$ cat src/rtl/board_write_arbiter_if.sv
// Write-port bundle between the board requesters and the arbiter.
interface board_write_arbiter_if #(
  parameter int AW = 11,
  parameter int DW = 2
);
  logic          safe;
  logic [2:0]    req;
  logic [AW-1:0] addr0;
  logic [AW-1:0] addr1;
  logic [AW-1:0] addr2;
  logic [DW-1:0] data0;
  logic [DW-1:0] data1;
  logic [DW-1:0] data2;
  logic [2:0]    gnt;
  logic          collide;
  logic          err;
  logic          we;
  logic [AW-1:0] waddr;
  logic [DW-1:0] wdata;
  logic [2:0]    stall;
  logic          busy;

  modport master (
    output safe, req, addr0, addr1, addr2, data0, data1, data2,
    input  gnt, collide, err, we, waddr, wdata, stall, busy
  );

  modport slave (
    input  safe, req, addr0, addr1, addr2, data0, data1, data2,
    output gnt, collide, err, we, waddr, wdata, stall, busy
  );
endinterface

$ cat src/rtl/board_write_arbiter.sv
// Board store write-port arbiter: snake1 / snake2 round-robin, apple last,
// writes only inside the display blanking window.
//
//   state  | meaning
//   CLOSED | display reading the board, no grants
//   OPEN   | window open, one grant decision per cycle
//   DRAIN  | one cycle after the window closes; last grant is on the bus
//
// A grant is decided in a cycle whose state is OPEN and appears on the
// registered outputs after the following edge. From CLOSED the first edge
// with safe=1 only opens the window, so the first grant follows one edge later.
module board_write_arbiter #(
  parameter int CELLS    = 1600,
  parameter int AW       = 11,
  parameter int DW       = 2,
  parameter int MAX_WAIT = 2
) (
  input logic             clk,
  input logic             rst,
  board_write_arbiter_if.slave bus
);

  typedef enum logic [1:0] {CLOSED = 2'd0, OPEN = 2'd1, DRAIN = 2'd2} state_t;

  localparam logic [AW:0] CELLS_L = CELLS[AW:0];

  state_t        state, state_nxt;
  logic [2:0]    gnt_q;
  logic          collide_q, err_q, we_q, busy_q;
  logic [AW-1:0] waddr_q;
  logic [DW-1:0] wdata_q;
  logic [2:0]    stall_q;
  logic [1:0]    cnt_q [3];
  logic          ptr_q;     // 0: snake1 wins a tie, 1: snake2 wins a tie
  logic          coll_q;    // next snake grant is the loser of a head-on write
  logic          safe_q;

  logic [2:0]    pend;
  logic [2:0]    pick;
  logic [AW-1:0] sel_addr;
  logic [DW-1:0] sel_data;
  logic          sel_oor, coll_set, pick_coll, pick_we, fall;

  // A requester granted last cycle still holds req this cycle; mask it.
  assign pend = bus.req & ~gnt_q;
  assign fall = safe_q & ~bus.safe;

  // State register.
  always_ff @(posedge clk) begin
    if (rst) state <= CLOSED;
    else     state <= state_nxt;
  end

  // Next-state logic for the write window.
  always_comb begin
    state_nxt = state;
    case (state)
      CLOSED:  if (bus.safe) state_nxt = OPEN;
      OPEN:    if (!bus.safe) state_nxt = DRAIN;
      DRAIN:   state_nxt = bus.safe ? OPEN : CLOSED;
      default: state_nxt = CLOSED;
    endcase
  end

  // Grant decision and selected write for this cycle.
  always_comb begin
    pick     = 3'b000;
    sel_addr = bus.addr0;
    sel_data = bus.data0;
    if (state == OPEN) begin
      if (pend[0] && pend[1]) pick = ptr_q ? 3'b010 : 3'b001;
      else if (pend[0])       pick = 3'b001;
      else if (pend[1])       pick = 3'b010;
      else if (pend[2])       pick = 3'b100;
    end
    if (pick[1]) begin
      sel_addr = bus.addr1;
      sel_data = bus.data1;
    end else if (pick[2]) begin
      sel_addr = bus.addr2;
      sel_data = bus.data2;
    end
    sel_oor   = ({1'b0, sel_addr} >= CELLS_L);
    coll_set  = (state == OPEN) && pend[0] && pend[1] && (bus.addr0 == bus.addr1);
    pick_coll = coll_q && (pick[0] || pick[1]);
    pick_we   = (|pick) && !sel_oor && !pick_coll;
  end

  // Registered grant, write port and arbitration bookkeeping.
  always_ff @(posedge clk) begin
    if (rst) begin
      gnt_q     <= '0;
      collide_q <= 1'b0;
      err_q     <= 1'b0;
      we_q      <= 1'b0;
      waddr_q   <= '0;
      wdata_q   <= '0;
      busy_q    <= 1'b0;
      ptr_q     <= 1'b0;
      coll_q    <= 1'b0;
      safe_q    <= 1'b0;
    end else begin
      gnt_q     <= pick;
      collide_q <= pick_coll;
      err_q     <= (|pick) && sel_oor;
      we_q      <= pick_we;
      busy_q    <= |bus.req;
      safe_q    <= bus.safe;
      if (pick_we) begin
        waddr_q <= sel_addr;
        wdata_q <= sel_data;
      end
      // Winner grant arms the flag; the loser's grant sees the winner masked
      // and therefore clears it.
      if (pick[0] || pick[1]) begin
        ptr_q  <= pick[0];
        coll_q <= coll_set;
      end
    end
  end

  // Per-requester wait counters over closing windows, sticky stall flags.
  always_ff @(posedge clk) begin
    if (rst) begin
      stall_q <= '0;
      for (int k = 0; k < 3; k++) cnt_q[k] <= '0;
    end else begin
      for (int k = 0; k < 3; k++) begin
        if (pick[k])
          cnt_q[k] <= '0;
        else if (fall && pend[k] && cnt_q[k] != 2'd3)
          cnt_q[k] <= cnt_q[k] + 2'd1;
        if (int'(cnt_q[k]) > MAX_WAIT) stall_q[k] <= 1'b1;
      end
    end
  end

  assign bus.gnt     = gnt_q;
  assign bus.collide = collide_q;
  assign bus.err     = err_q;
  assign bus.we      = we_q;
  assign bus.waddr   = waddr_q;
  assign bus.wdata   = wdata_q;
  assign bus.stall   = stall_q;
  assign bus.busy    = busy_q;

endmodule
$ cat src/flat_wrapper.sv
// flat-port wrapper written by rule: the top's interface ports become plain ports
module board_write_arbiter_flat 
#(
  parameter int CELLS    = 1600,
  parameter int AW       = 11,
  parameter int DW       = 2,
  parameter int MAX_WAIT = 2
)
  (clk, rst, bus_safe, bus_req, bus_addr0, bus_addr1, bus_addr2, bus_data0, bus_data1, bus_data2, bus_gnt, bus_collide, bus_err, bus_we, bus_waddr, bus_wdata, bus_stall, bus_busy);
  board_write_arbiter_if #(.AW(AW), .DW(DW)) bus_i ();
  input logic clk;
  input logic rst;
  input wire logic [$bits(bus_i.safe)-1:0] bus_safe;
  input wire logic [$bits(bus_i.req)-1:0] bus_req;
  input wire logic [$bits(bus_i.addr0)-1:0] bus_addr0;
  input wire logic [$bits(bus_i.addr1)-1:0] bus_addr1;
  input wire logic [$bits(bus_i.addr2)-1:0] bus_addr2;
  input wire logic [$bits(bus_i.data0)-1:0] bus_data0;
  input wire logic [$bits(bus_i.data1)-1:0] bus_data1;
  input wire logic [$bits(bus_i.data2)-1:0] bus_data2;
  output wire logic [$bits(bus_i.gnt)-1:0] bus_gnt;
  output wire logic [$bits(bus_i.collide)-1:0] bus_collide;
  output wire logic [$bits(bus_i.err)-1:0] bus_err;
  output wire logic [$bits(bus_i.we)-1:0] bus_we;
  output wire logic [$bits(bus_i.waddr)-1:0] bus_waddr;
  output wire logic [$bits(bus_i.wdata)-1:0] bus_wdata;
  output wire logic [$bits(bus_i.stall)-1:0] bus_stall;
  output wire logic [$bits(bus_i.busy)-1:0] bus_busy;
  assign bus_i.safe = bus_safe;
  assign bus_i.req = bus_req;
  assign bus_i.addr0 = bus_addr0;
  assign bus_i.addr1 = bus_addr1;
  assign bus_i.addr2 = bus_addr2;
  assign bus_i.data0 = bus_data0;
  assign bus_i.data1 = bus_data1;
  assign bus_i.data2 = bus_data2;
  assign bus_gnt = bus_i.gnt;
  assign bus_collide = bus_i.collide;
  assign bus_err = bus_i.err;
  assign bus_we = bus_i.we;
  assign bus_waddr = bus_i.waddr;
  assign bus_wdata = bus_i.wdata;
  assign bus_stall = bus_i.stall;
  assign bus_busy = bus_i.busy;
  board_write_arbiter #(.CELLS(CELLS), .AW(AW), .DW(DW), .MAX_WAIT(MAX_WAIT)) u_core (.clk(clk), .rst(rst), .bus(bus_i));
endmodule
$ cat config.mk
export PLATFORM = sky130hd
export DESIGN_NAME = board_write_arbiter_flat
export DESIGN_NICKNAME = d
export VERILOG_FILES = /design/src/rtl/board_write_arbiter_if.sv /design/src/rtl/board_write_arbiter.sv /design/src/flat_wrapper.sv
export SDC_FILE = /design/constraint.sdc
export NUM_CORES = 1
export LEC_CHECK = 0
export ABC_AREA = 1
export BUFFER_PORTS_ARGS = -buffer_cell sky130_fd_sc_hd__buf_2
export CORE_MARGIN = 5
export CORE_UTILIZATION = 50
export DETAILED_ROUTE_END_ITERATION = 6
export GPL_ROUTABILITY_DRIVEN = 0
export PLACE_DENSITY = 0.87
export SLEW_MARGIN = 10
export SYNTH_ARGS = -nofsm -noshare
export SYNTH_HDL_FRONTEND = slang
export SYNTH_SLANG_ARGS = --single-unit
$ cat constraint.sdc
create_clock -name clk -period 1.9 [get_ports clk]
set_input_delay 0.095 -clock clk [delete_from_list [all_inputs] [get_ports clk]]
set_output_delay 0.095 -clock clk [all_outputs]
set_load 0.005 [all_outputs]
== After elaboration in Yosys (flattened, before gate mapping) ==
Memories as Yosys holds them, arrays and structs flattened.
Index checks and enable logic that the tools add are counted.
Widths: inputs -> output; s select.

* Add/sub/neg operators: 3
* Order comparisons: 4
* Equality and inequality tests: 8
* Mux-type cells: 43
* Bitwise logic cells: 10
* Reductions and logical operators: 21

{| class="wikitable"
|+ Operators with widths
! operator !! count
|-
| $mux 1 || 24
|-
| $mux 11 || 2
|-
| $mux 2 || 11
|-
| $mux 3 || 5
|-
| $logic_and 1x1->1 || 14
|-
| $eq 11x11->1 || 1
|-
| $ge 11x11->1 const B || 1
|-
| $ne 2x2->1 const B || 5
|-
| $add 2x1->2 const B || 3
|-
| $gt 2x2->1 const B || 3
|-
| $or 1x1->1 || 6
|-
| $pmux 2 s3 || 1
|-
| $reduce_or 3->1 || 2
|-
| $and 3x3->3 || 1
|-
| $not 3->3 || 1
|-
| $eq 2x1->1 const B || 1
|-
| $eq 2x2->1 const B || 1
|-
| $logic_not 1->1 || 2
|-
| $logic_not 2->1 || 1
|-
| $reduce_and 2->1 || 1
|-
| $and 1x1->1 || 1
|-
| $logic_or 1x1->1 || 1
|-
| $not 1->1 || 1
|}

* Bits in registers: 28
* Memory bits (writable): 6
* Input port bits: 45
* Output and inout bits: 23
* Word-level logic and storage cells: 104
* Memories kept: 1

{| class="wikitable"
|+ Memory list
! memory !! words !! width !! rd ports !! clocked after Yosys merged registers in !! write ports !! line !! text
|-
| u_core.cnt_q || 3 || 2 || 3 || 0 || 3 || board_write_arbiter.sv:33 || <nowiki>logic [1:0] cnt_q [3];</nowiki>
|}

== Longest topological paths before layout ==
Gate-level depths: netlist of the first run.

* Depth after elaboration: 13
* Depth in mapped cells: 14
* Depth with buffers taken out: 13

== Least setup slack after synthesis of the first run ==
OpenSTA, ideal clock, no wires.

* Path type: reg2reg
* Start point: register u_core.gnt_q[0], in the netlist u_core.bus.gnt[0]
* End point: memory u_core.cnt_q[1][0], enable pin
* Setup time: 0.300 ns
* Arrival time: 1.273 ns
* Required time: 1.600 ns
* Path slack: 0.326 ns
* Cell stages (with the launch flop): 8
* Path buffers: 2
* Clock period less this slack: 1.574 ns
* Path through: dfxtp_1 -> inv_1 -> nand2_2 -> o21ai_2 -> buf_6 -> clkbuf_1 -> nand3_1 -> nand3_1

{| class="wikitable"
|+ RTL lines
! item !! line !! text
|-
| start, declared || board_write_arbiter.sv:28 || <nowiki>logic [2:0] gnt_q;</nowiki>
|-
| start signal, assigned || board_write_arbiter.sv:103 || <nowiki>gnt_q <= pick;</nowiki>
|-
| end, declared || board_write_arbiter.sv:33 ||
|}

== Worst setup path after layout of the first run ==
* Start point: register u_core.gnt_q[1], in the netlist u_core.bus.gnt[1]
* End point: register u_core.waddr_q[0], in the netlist u_core.bus.waddr[0]

* Word-level cells in the longest chain between the ends: 12
* Elaborated cells between the ends (all ways): 17
* Classes of those cells: 1 x order compare; 6 x mux; 2 x bitwise; 8 x reduce/logical

{| class="wikitable"
|+ RTL lines
! item !! line !! text
|-
| $not 3->3 (*) || board_write_arbiter.sv:45 || <nowiki>assign pend = bus.req & ~gnt_q;</nowiki>
|-
| $and 3x3->3 (*) || board_write_arbiter.sv:45 ||
|-
| $mux 3 || board_write_arbiter.sv:73 || <nowiki>else if (pend[1]) pick = 3'b010;</nowiki>
|-
| $mux 3 || board_write_arbiter.sv:72 || <nowiki>else if (pend[0]) pick = 3'b001;</nowiki>
|-
| $mux 3 (*) || board_write_arbiter.sv:71 || <nowiki>if (pend[0] && pend[1]) pick = ptr_q ? 3'b010 : 3'b001;</nowiki>
|-
| $mux 3 (*) || board_write_arbiter.sv:70 || <nowiki>if (state == OPEN) begin</nowiki>
|-
| $mux 11 || board_write_arbiter.sv:79 || <nowiki>end else if (pick[2]) begin</nowiki>
|-
| $mux 11 || board_write_arbiter.sv:76 || <nowiki>if (pick[1]) begin</nowiki>
|-
| $ge 11x11->1 || board_write_arbiter.sv:83 || <nowiki>sel_oor = ({1'b0, sel_addr} >= CELLS_L);</nowiki>
|-
| $logic_not 1->1 || board_write_arbiter.sv:86 || <nowiki>pick_we = (|pick) && !sel_oor && !pick_coll;</nowiki>
|-
| $logic_and 1x1->1 (2 in a row) || board_write_arbiter.sv:86 ||
|-
| end signal, assigned || board_write_arbiter.sv:110 || <nowiki>waddr_q <= sel_addr;</nowiki>
|-
| end, declared || board_write_arbiter.sv:30 || <nowiki>logic [AW-1:0] waddr_q;</nowiki>
|}

Every way passes the cells marked *; elsewhere a longest branch is shown, timed or not.
A chain may end at the register's enable or synchronous reset.

==> results of run 1 <==
-- per-layer routing --
layer | global-route usage (%) | part of all wire [%] | vias to the layer above
met3 | 4.29 | 9.8 | 14
met4 | 9.84 | 2.3 | 0
met5 | 0 | 0 | -
met2 | 31.6 | 47 | 102
li1 | - | - | 1013
met1 | 24.3 | 41 | 887
-- cells in the mapped netlist, drive strengths merged, types with 2 or more instances --
cell type  count
a21oi         16
buf            8
clkbuf         2
dfxtp         28
edfxtp         6
ha             6
inv           29
nand2         59
nand3         33
nor2          46
nor3           2
nor4           2
o21ai         11
o22ai          3
or2            3
xnor2          2
xor2           3
-- cells by family (layout without fill, tap and decap cells) --
family,count (synthesis),in the layout,synth area share [%]
and+or+nand+nor,148,148,34.4
buffers and inverters,40,119,10.1
DFF,34,34,38.0
AOI/OAI and AO/OA,32,32,10.9
adders and majority gates,6,6,3.85
xor gates and xnor gates,5,5,2.25
muxes,1,1,0.514
-- state kept, by name (all words and copies together), names as in the netlist --
name	count
u_core.state	2
u_core.bus.err	1
u_core.bus.waddr	11
u_core.bus.wdata	2
u_core.bus.gnt	3
u_core.coll_q	1
u_core.bus.stall	3
u_core.ptr_q	1
u_core.cnt_q	6
u_core.bus.collide	1
u_core.safe_q	1
u_core.bus.busy	1
u_core.bus.we	1
-- worst paths after layout --
| check | end | slack, ps | cells after the start |
|---|---|---|---|
| worst max register to register | u_core.bus.waddr[0] | 80 | 13 |
| worst max-delay path | u_core.bus.waddr[0] | 80 | 13 |
| worst min-delay path | u_core.bus.busy | 80 | 3 |
| worst min register to register | u_core.bus.stall[0] | 470 | 2 |
-- tightest hold or removal path, stage by stage --
cell and delay, ps:
buf_2 90, nor2_1 40, a21oi_1 110
-- timing repair --
action / 4_1_cts / 5_1_grt
gates resized for setup: 1 / 6
hold buffers: 1 / 0
setup endpoints to repair: 10 / 14
hold endpoints to repair: 1 / 0
buffers inserted: 0 / 2
gates cloned: 0 / 1
pin swaps: 0 / 2
-- placed cells by master, fill, tap and decap left out, types with 2 or more instances in the layout --
cell       count
a21oi_1        6
a21oi_2        9
buf_12         2
buf_2         67
buf_4         10
clkbuf_16      2
clkbuf_8       5
dfxtp_1       28
edfxtp_1       6
ha_1           6
inv_1         27
inv_2          2
nand2_1       49
nand2_2        8
nand2_4        2
nand3_1       31
nand3_2        2
nor2_1        42
nor2_2         3
nor4_1         2
o21ai_0       10
o22ai_1        3
or2_1          3
xnor2_1        2
xor2_1         3
-- layout make-up --
| cell class | count | area [sq um] | share of cell area (%) |
|---|---|---|---|
| Multi-Input combinational cell | 192 | 1040 | 40.5 |
| Tap cell | 48 | 60.1 | 2.33 |
| Inverter | 30 | 113 | 4.38 |
| Clock inverter | 2 | 38.8 | 1.51 |
| Timing Repair Buffer | 81 | 485 | 18.9 |
| Clock buffer | 6 | 93.8 | 3.65 |
| Sequential cell | 34 | 741 | 28.8 |
-- power groups by stage --
| stage | combinational, mW | sequential, mW | clock, mW |
|---|---|---|---|
| 2_1_floorplan | 0.208 | 0.817 | 0 |
| 3_3_place_gp | 0.333 | 0.814 | 0 |
| 3_5_place_dp | 0.341 | 0.816 | 0 |
| 4_1_cts | 0.346 | 0.800 | 0.764 |
| 5_1_grt | 0.413 | 0.804 | 0.798 |
| 6_report | 0.372 | 0.800 | 0.757 |
==> run summary, run 1 <==
outcome = completed
Max clock buf depth = 2
Hold Fails Final Rpt = 0
Core Box Area = 3720 sq um
clock power share = 39.2%
P_leak = 1.32 nW
area leader, netlist = dfxtp_1
area share of the largest cell type after synthesis = 28.8%
CTS buffer count = 5
initial antenna violation count = 0
Flop pwr share = 41.5%
Setup WS pre-CTS = -4.25 ps
post-route cell area = 2570 sq um
max-slew violations = 0
Root Buffer Master = clkbuf_8
Largest delay share family, worst path = simple AND/OR/NAND/NOR gates
initial core utilization = 52.4%
final worst-path cycle share = 95.7%
CTS tree = done
Final ANT Viol Nets = 0
WS Path Type = reg2reg
MaxCap Viol Count = 0
sw frac = 26.5%
detailed placement HPWL = 3.84 mm
Total GRT Usage = 19.5%
post-synthesis sequential element count = 34
Pwr Total = 1.93 mW
crit path DAT = 2000 ps
syn_area_per_cell = 7.32 sq um
post-place instance area = 2350 sq um
CP bufs+invs = 3
cells along the critical path = inv_1 -> nand2_2 -> nor2_4 -> o21ai_4 -> buf_12 -> or2_1 -> nand2_1 -> nand3_2 -> nand2_4 -> buf_12 -> nand3_1 -> nand2_1 -> nor2_1
antenna cells = 0
async set or reset register ratio after synthesis = 0%
TNS Setup = 0 ps
fillers = 281
Critical Path End Type = flop
Yosys warning count = 0
total die area = 5240 sq um
initial DRC count = 124
CP startpoint kind = flop
Crit. Startpoint = u_core.bus.gnt[1]
DR WL/cell = 13.2 um
# clock sinks = 34
logic gate share of total power = 19.3%
via count = 2016
Main synth FF type = dfxtp_1
Power per Cell Area = 750 nW/um^2
vias in the first global route = 1866
DRC = 0
Final Critical Period = 1820 ps
H-tree Lvls = 2
max_slew headroom = 80.2%
sw power = 512 uW
Core Util, Final = 69.2%
Seq/Total Area, Yosys = 38.0%
row count = 22
largest stage delay on the critical path = 330 ps
Skew-Pair Late Insertion Delay = 290 ps
GRT overflow = 0
worst setup margin = 80.9 ps
nets = 395
final wirelength = 5.18 mm
final clock skew = 3.90 ps
width of the die = 72.4 um
PortBufs = 67
synthesized area = 1950 sq um
required time of the worst setup path = 2080 ps
drt first pass iters = 5
Clk pin slew, worst setup/hold paths = 70 ps
Crit Path Max Fanout = 11
peak supply drop = 0.458 mV
Hold Slack = 75.5 ps
Cells after DPL = 381
RR Startpoint = u_core.bus.gnt[1]
Crit-path slowest cell = dfxtp_1
# setup viols final = 0
main area contributors after synthesis = dfxtp_1, nand2_1, edfxtp_1
worst hold path type = in2reg
Top Ports = 68
post-synth cell types = 34
Synth Instances = 266
Area Overhead vs Synth = 32.0%
syn_nets = 317
FMAX = 0.550 GHz
Chip Height = 72.4 um
HP Start = bus_req[2]
number of flops mapped to enable cells by yosys = 6
vias per std cell = 5.13
fin cells = 393
layout cell share with drive strength beyond 1 = 34.2%
largest net degree at the start of global routing = 22
Worst-Margin Slew = 294 ps
internal cell power = 1.42 mW
global-route wire length before repair = 8.07 mm
Power figures use the tool's default switching activity.
==> run 2: changes to the inputs <==
--- a/config.mk
+++ b/config.mk
@@ -8,10 +8,10 @@
 export ABC_AREA = 1
 export BUFFER_PORTS_ARGS = -buffer_cell sky130_fd_sc_hd__buf_2
 export CORE_MARGIN = 5
-export CORE_UTILIZATION = 50
+export CORE_UTILIZATION = 30
 export DETAILED_ROUTE_END_ITERATION = 6
 export GPL_ROUTABILITY_DRIVEN = 0
-export PLACE_DENSITY = 0.87
+export PLACE_DENSITY = 0.6
 export SLEW_MARGIN = 10
 export SYNTH_ARGS = -nofsm -noshare
 export SYNTH_HDL_FRONTEND = slang
==> constraint.sdc (replaced) <==
create_clock -name clk -period 2.2 [get_ports clk]
set_input_delay 0.11 -clock clk [delete_from_list [all_inputs] [get_ports clk]]
set_output_delay 0.11 -clock clk [all_outputs]
set_load 0.005 [all_outputs]
==> run summary, run 2 (synthesized netlist as in run 1, its figures left out) <==
outcome = completed
peak supply drop = 0.216 mV
Setup Fix Bufs, Post-CTS = 0
Critical Path End Type = flop
uppermost routed layer = met4
global-route wire length before repair = 8.85 mm
via count = 1867
final clock skew = 7.17 ps
fin cells = 413
initial core utilization = 30.7%
WS Path Type = reg2reg
width of the die = 90.6 um
worst setup margin = 303 ps
Hold EP = u_core.bus.busy
antenna cells = 0
M1 WL = 2.41 mm
final worst-path cycle share = 86.2%
Reg2Reg Depth = 11
# setup viols final = 0
Max clock buf depth = 2
P_leak = 1.25 nW
Crit Path Max Fanout = 14
endpoint of the worst register-to-register path = u_core.bus.waddr[9]
max-slew violations = 0
Top Ports = 68
PortBufs = 67
DR WL/cell = 12.4 um
drt first pass iters = 4
MaxCap Viol Count = 0
Core Util, Final = 38.8%
total die area = 8210 sq um
# clock sinks = 34
worst hold path type = in2reg
HP Start = bus_req[2]
commonest non-fill, non-tap cell in the layout = buf_2
Worst-Margin Slew = 370 ps
crit path DAT = 2080 ps
Setup WS pre-CTS = 204 ps
max FFs per register = 11
Area Overhead vs Synth = 26.6%
CTS buffer count = 5
Chip Height = 90.6 um
FMAX = 0.527 GHz
Core Box Area = 6350 sq um
Final Critical Period = 1900 ps
CP startpoint kind = flop
TNS Setup = 0 ps
Crit. Startpoint = u_core.state[1]
Hold Slack = 94.0 ps
Final ANT Viol Nets = 0
max_slew headroom = 75.2%
layout cell share with drive strength beyond 1 = 31.3%
row count = 29
DRC = 0
flop-to-flop setup slack = 300 ps
largest net degree at the start of global routing = 22
detailed placement HPWL = 4.09 mm
H-tree Lvls = 2
most frequent cells in the layout = buf_2, nand2_1, nor2_1, nand3_1
nets = 387
Skew-Pair Late Insertion Delay = 290 ps
Cells after DPL = 405
vias in the first global route = 1945
Power per Cell Area = 627 nW/um^2
hold depth = 3
GRT overflow = 0
initial DRC count = 94
RSZ-0062 raised after global routing = no
routed wl met3 = 377 um
Hold Fails Final Rpt = 0
required time of the worst setup path = 2380 ps
vias per std cell = 4.52
met2 WL = 2.28 mm
Clk pin slew, worst setup/hold paths = 70 ps
CTS tree = done
final wirelength = 5.14 mm
initial antenna violation count = 0
Total GRT Usage = 13.1%
Root Buffer Master = clkbuf_8
RR Startpoint = u_core.state[1]
==> run 2: changes by cell type in the layout (fill, tap and decap cells not counted) <==
| cell | change |
|---|---|
| nor2_4 | -1 |
| inv_1 | +1 |
| clkbuf_16 | -2 |
| clkinv_4 | -1 |
| inv_2 | -1 |
| buf_4 | -6 |
| buf_12 | -1 |
| nand2_1 | +1 |
| nor2_1 | +1 |
| nand2_4 | -1 |
| a21oi_2 | +1 |
| a21oi_4 | -1 |
| clkinv_1 | +1 |
==> run 2: report_power, final <==
part	internal [mW]	switching [mW]
Clock	0.328	0.235
Sequential	0.669	0.0203
Combinational	0.129	0.165
==> run 2: area by class of cell <==
type                    count  area, sq um
repair buffers             73          395
fillers                   684         3880
clock buffers               5         68.8
clock inverters             2         33.8
inverters                  30          113
well taps                  77         96.3
multi-input cells         192         1020
flip-flops and latches     34          741
==> run 2: worst max-delay path, cell delays in order, from the launching register on <==
cell     delay (ps)
dfxtp_1         310
inv_1            70
nand2_2          80
nor2_1          130
nand2_2         220
inv_2           270
nor2_2           90
a21oi_2         190
buf_4           230
nand3_1          90
nand2_1          60
nor2_1           40
==> run 2: how the worst max path moves through the flow <==
stage / to / slack [ps] / cells past startpoint
3_5_place_dp: u_core.bus.waddr[1] / 200 / 11
3_3_place_gp: u_core.bus.waddr[1] / 260 / 11
2_1_floorplan: u_core.cnt_q[1][0] / 630 / 7
5_1_grt: u_core.bus.waddr[3] / 80 / 11
6_report: u_core.bus.waddr[9] / 300 / 11
4_1_cts: u_core.bus.waddr[1] / 190 / 11
==> run 2: repair_timing <==
action | in CTS | in global routing
endpoints found under the hold margin | 1 | 0
gates resized for setup | 0 | 1
setup endpoints to repair | 0 | 9
hold buffers | 1 | 0
==> run 2: metal layers <==
layer | vias up | track usage [%]
li1 | 991 | -
met1 | 811 | 16.5
met2 | 58 | 20.5
met3 | 7 | 4.75
met4 | 0 | 4.71
met5 | - | 0
==> run 2: metrics by stage <==
step	power, mW	cell area, sq um
2_1_floorplan	0.886	1950
3_3_place_gp	0.994	2350
3_5_place_dp	0.998	2350
4_1_cts	1.56	2460
5_1_grt	1.64	2470
6_report	1.55	2470
